[src/rtl/add_seq_7bit.sv]
// add_seq_7bit: runs a WORDS-chunk addition through an external WIDTH-bit adder, one chunk per cycle
module add_seq_7bit #(
    parameter int WIDTH = 7,
    parameter int WORDS = 4
) (
    input  logic                   clk,
    input  logic                   rst_n,
    input  logic                   in_valid,
    output logic                   in_ready,
    input  logic [WIDTH*WORDS-1:0] in_a,
    input  logic [WIDTH*WORDS-1:0] in_b,
    input  logic                   in_cin,
    output logic [WIDTH-1:0]       fa_a,
    output logic [WIDTH-1:0]       fa_b,
    output logic                   fa_cin,
    input  logic [WIDTH-1:0]       fa_s,
    input  logic                   fa_cout,
    output logic                   out_valid,
    input  logic                   out_ready,
    output logic [WIDTH*WORDS-1:0] out_sum,
    output logic                   out_cout,
    output logic                   busy
);
    localparam int N  = WIDTH * WORDS;
    localparam int KW = WORDS > 1 ? $clog2(WORDS) : 1;
    typedef enum logic [1:0] {IDLE, RUN, DONE} state_t;
    state_t state, state_nx;
    logic [KW-1:0] k;
    logic [N-1:0] a_sh, b_sh, part;
    logic carry;
    logic last;
    logic [N+WIDTH-1:0] part_cat;
    assign last     = k == KW'(WORDS - 1);
    assign part_cat = {fa_s, part};
    assign in_ready  = state == IDLE;
    assign out_valid = state == DONE;
    assign busy      = state != IDLE;
    assign fa_a   = a_sh[WIDTH-1:0];
    assign fa_b   = b_sh[WIDTH-1:0];
    assign fa_cin = carry;
    // State register
    always_ff @(posedge clk or negedge rst_n) begin
        if (!rst_n) state <= IDLE;
        else state <= state_nx;
    end
    // Next state: accept in IDLE, leave RUN after the last chunk, release DONE on handshake
    always_comb begin
        state_nx = state;
        state_nx = state == IDLE ? (in_valid ? RUN : IDLE)
                 : state == RUN  ? (last ? DONE : RUN)
                 : (out_ready ? IDLE : DONE);
    end
    // Datapath: operands shift down one chunk per cycle and drain to zero, so fa_* read 0 outside RUN
    always_ff @(posedge clk or negedge rst_n) begin
        if (!rst_n) begin
            a_sh     <= '0;
            b_sh     <= '0;
            part     <= '0;
            carry    <= 1'b0;
            k        <= '0;
            out_sum  <= '0;
            out_cout <= 1'b0;
        end else if (state == IDLE && in_valid) begin
            a_sh  <= in_a;
            b_sh  <= in_b;
            carry <= in_cin;
            k     <= '0;
        end else if (state == RUN) begin
            a_sh  <= a_sh >> WIDTH;
            b_sh  <= b_sh >> WIDTH;
            part  <= part_cat[N+WIDTH-1:WIDTH];
            carry <= last ? 1'b0 : fa_cout;
            k     <= k + 1'b1;
            if (last) begin
                out_sum  <= part_cat[N+WIDTH-1:WIDTH];
                out_cout <= fa_cout;
            end
        end
    end
endmodule

[config.mk]
export PLATFORM = sky130hd
export DESIGN_NAME = add_seq_7bit
export DESIGN_NICKNAME = d
export VERILOG_FILES = /design/src/rtl/add_seq_7bit.sv
export SDC_FILE = /design/constraint.sdc
export NUM_CORES = 1
export LEC_CHECK = 0
export CAP_MARGIN = 40
export CORE_MARGIN = 1
export CORE_UTILIZATION = 55
export CTS_BUF_LIST = sky130_fd_sc_hd__clkbuf_4
export CTS_CLUSTER_DIAMETER = 30
export DETAILED_ROUTE_END_ITERATION = 7
export PLACE_DENSITY = 0.95
export SETUP_SLACK_MARGIN = 0.5
export SYNTH_ARGS = -nofsm -noshare
export SYNTH_HDL_FRONTEND = slang
export SYNTH_SLANG_ARGS = --single-unit
[constraint.sdc]
create_clock -name clk -period 4.15 [get_ports clk]
set_input_delay 0.6225 -clock clk [delete_from_list [all_inputs] [get_ports clk]]
set_output_delay 0.6225 -clock clk [all_outputs]
set_load 0.02 [all_outputs]
==> metrics.txt <==
status complete, no violations; share of the synthesized area in the top cell type 58.7%; Setup WS pre-CTS 1.67 ns; synth top area cells dfrtp_1 59%, nand2_1 12%, a32oi_1 8.0%; Worst Tran Pin Value 0.669 ns; Cell Area, Synth 0.00473 sq mm; mean routed wirelength per cell 16.0 um; routability cong. 0.837; ANT cells 0; # fillers 565; CTS sink cnt 111; synthesized area per cell 10.8 sq um; die width 94.8 um; Slew Limit Headroom 55.4%; Lkg Pwr 0.00289 uW; routed vias 3506; Total Wirelength 10200 um; setup ws final 1.34 ns; Ys Warns 0; grt total ovfl 0; Slew Limit Fails 0; Die ar. 0.00898 sq mm; # DRC 0; Max Cap Violations 0; CP max FO 45; share of cells above drive strength 1 11.1%; Setup violations, final 0; H-tree levels 3; initial antenna violation count 0; Worst-path clk slew 0.17 ns; PwrDens 772 mW/mm^2; die height 94.8 um; Routed Antenna Nets 0; CTS tree yes; WP data arrival 2.18 ns; Final Hold Fails 0; min Tclk post-route 2.81 ns; Startpoint Class register; final clock skew 0.0248 ns; maximum VDD drop 0.480 mV; post-DP HPWL 7040 um; sequential share of the synthesized area 58.7%; First DRT Iteration DRCs 242; I/O pins 116; Tot GR Track Use 23.8%; largest net degree at the start of global routing 66; setup_tns 0 ns; hold buffer count at cts 0; Inst Count DP 621; Root Driver clkbuf_4; worst hold path type primary input to asynchronous set/reset pin; Nets 597; Layout area overhead 25.9%; f_max 357 MHz; Initial Util 57.3%; Post-CTS Setup Repair Bufs 0; Final Cycle Share 67.6%; first drt pass iteration count 4; Syn Nets 508; Worst Path Required 3.53 ns; Yosys top cell by area dfrtp_1; post-DR vias/cell 5.50; num rows 33; post-synthesis cell count 438; synthesized flop and latch total 111; clock buffer depth 2; fin cells 637; Crit Path Category register to primary output; number of port buffers 115; clock latency at the later pin of the worst-skew pair 0.44 ns; core area 0.00826 sq mm; vias in the first global route 3400; total CTS buffers 9; RSZ-0062 raised after global routing no; Synth cell types 22; CP Capture Type primary output; Post-CTS Resized 0; global-route wire length before repair 16400 um
==> layer usage <==
layer	part of all wire [%]	up-vias	routed length, um	global-route usage [%]
li1	-	1654	-	-
met1	43	1699	4360	32.4
met2	49	119	4990	37.3
met3	4.4	34	446	3.54
met4	4.0	0	403	12.2
met5	0	-	0	0
==> per-stage QoR <==
step	util [%]	cell area, sq um	hold slack [ns]	power (uW)
after floorplan	-	4730	0.327	3330
after global placement	69.8	5770	0.457	3890
after detailed placement	70.1	5790	0.462	4020
after CTS	72.1	5960	0.187	4620
after global routing	72.1	5960	0.194	4900
final	72.1	5960	0.180	4600
==> cell families after synthesis <==
family                     Yosys count  share of synthesized area, %
AOI/OAI and AO/OA                   61                          9.99
adders and majority gates            1                         0.264
buffers and inverters               61                          7.64
DFF                                111                          58.7
muxes                               29                          8.49
and+or+nand+nor                    175                          14.9
==> worst max-delay path, stage by stage (launching register included) <==
cell	delay (ns)
dfrtp_1	0.52
nor2_4	0.13
buf_4	0.40
clkdlybuf4s50_1	0.70
==> Yosys cell counts <==
| cell type | number |
|---|---|
| or3b_4 | 1 |
| nand2_1 | 151 |
| nor2b_4 | 1 |
| buf_6 | 6 |
| nand2b_1 | 1 |
| ha_1 | 1 |
| buf_4 | 18 |
| o21ai_0 | 3 |
| nor2_2 | 1 |
| dfrtp_1 | 111 |
| a32oi_1 | 43 |
| buf_2 | 16 |
| nand3_1 | 16 |
| nand3b_1 | 1 |
| o21ai_1 | 14 |
| inv_1 | 16 |
| o21bai_2 | 1 |
| mux2_4 | 20 |
| clkbuf_1 | 5 |
| nor2_1 | 2 |
| nand2_2 | 1 |
| mux2_2 | 9 |
==> registers in the layout, summed over array words and instances (netlist names) <==
signal	count
k	2
b_sh	28
out_sum	28
part	21
state	2
out_cout	1
a_sh	28
fa_cin	1
==> worst paths after layout <==
path | endpoint | depth (start not counted) | startpoint | slack [ns]
max in group asynchronous | part[20] | 2 | rst_n | 3.07
min | a_sh[3] | 1 | rst_n | 0.18
min in group clk | b_sh[11] | 2 | b_sh[18] | 0.48
max | in_ready | 3 | state[1] | 1.34
min reg2reg | b_sh[11] | 2 | b_sh[18] | 0.48
max reg2reg | part[16] | 4 | state[1] | 2.46
==> area by class of cell <==
class,instances,area (sq um),area share [%]
Timing Repair Buffer,123,1220,20.5
Clock buffer,11,82.6,1.39
Clock inverter,5,86.3,1.45
Sequential cell,111,2780,46.6
Inverter,16,60.1,1.01
Tap cell,105,131,2.21
Multi-Input combinational cell,266,1600,26.8
==> cell usage in the layout (no fill, tap or decap), drive strengths merged <==
cell             n
nand2          152
clkdlybuf4s50  114
dfrtp          111
a32oi           43
mux2            29
inv             19
o21ai           17
nand3           16
clkbuf          11
buf              9
nor2             3
bufinv           2
nand2b           1
or3b             1
nor2b            1
o21bai           1
nand3b           1
ha               1
==> report_power, final <==
part | switching [uW] | total [uW] | internal (uW)
Combinational | 1160 | 2100 | 948
Clock | 343 | 608 | 266
Sequential | 312 | 1880 | 1570
Total | 1810 | 4600 | 2790
No activity file was read; power rests on OpenSTA's default activity.
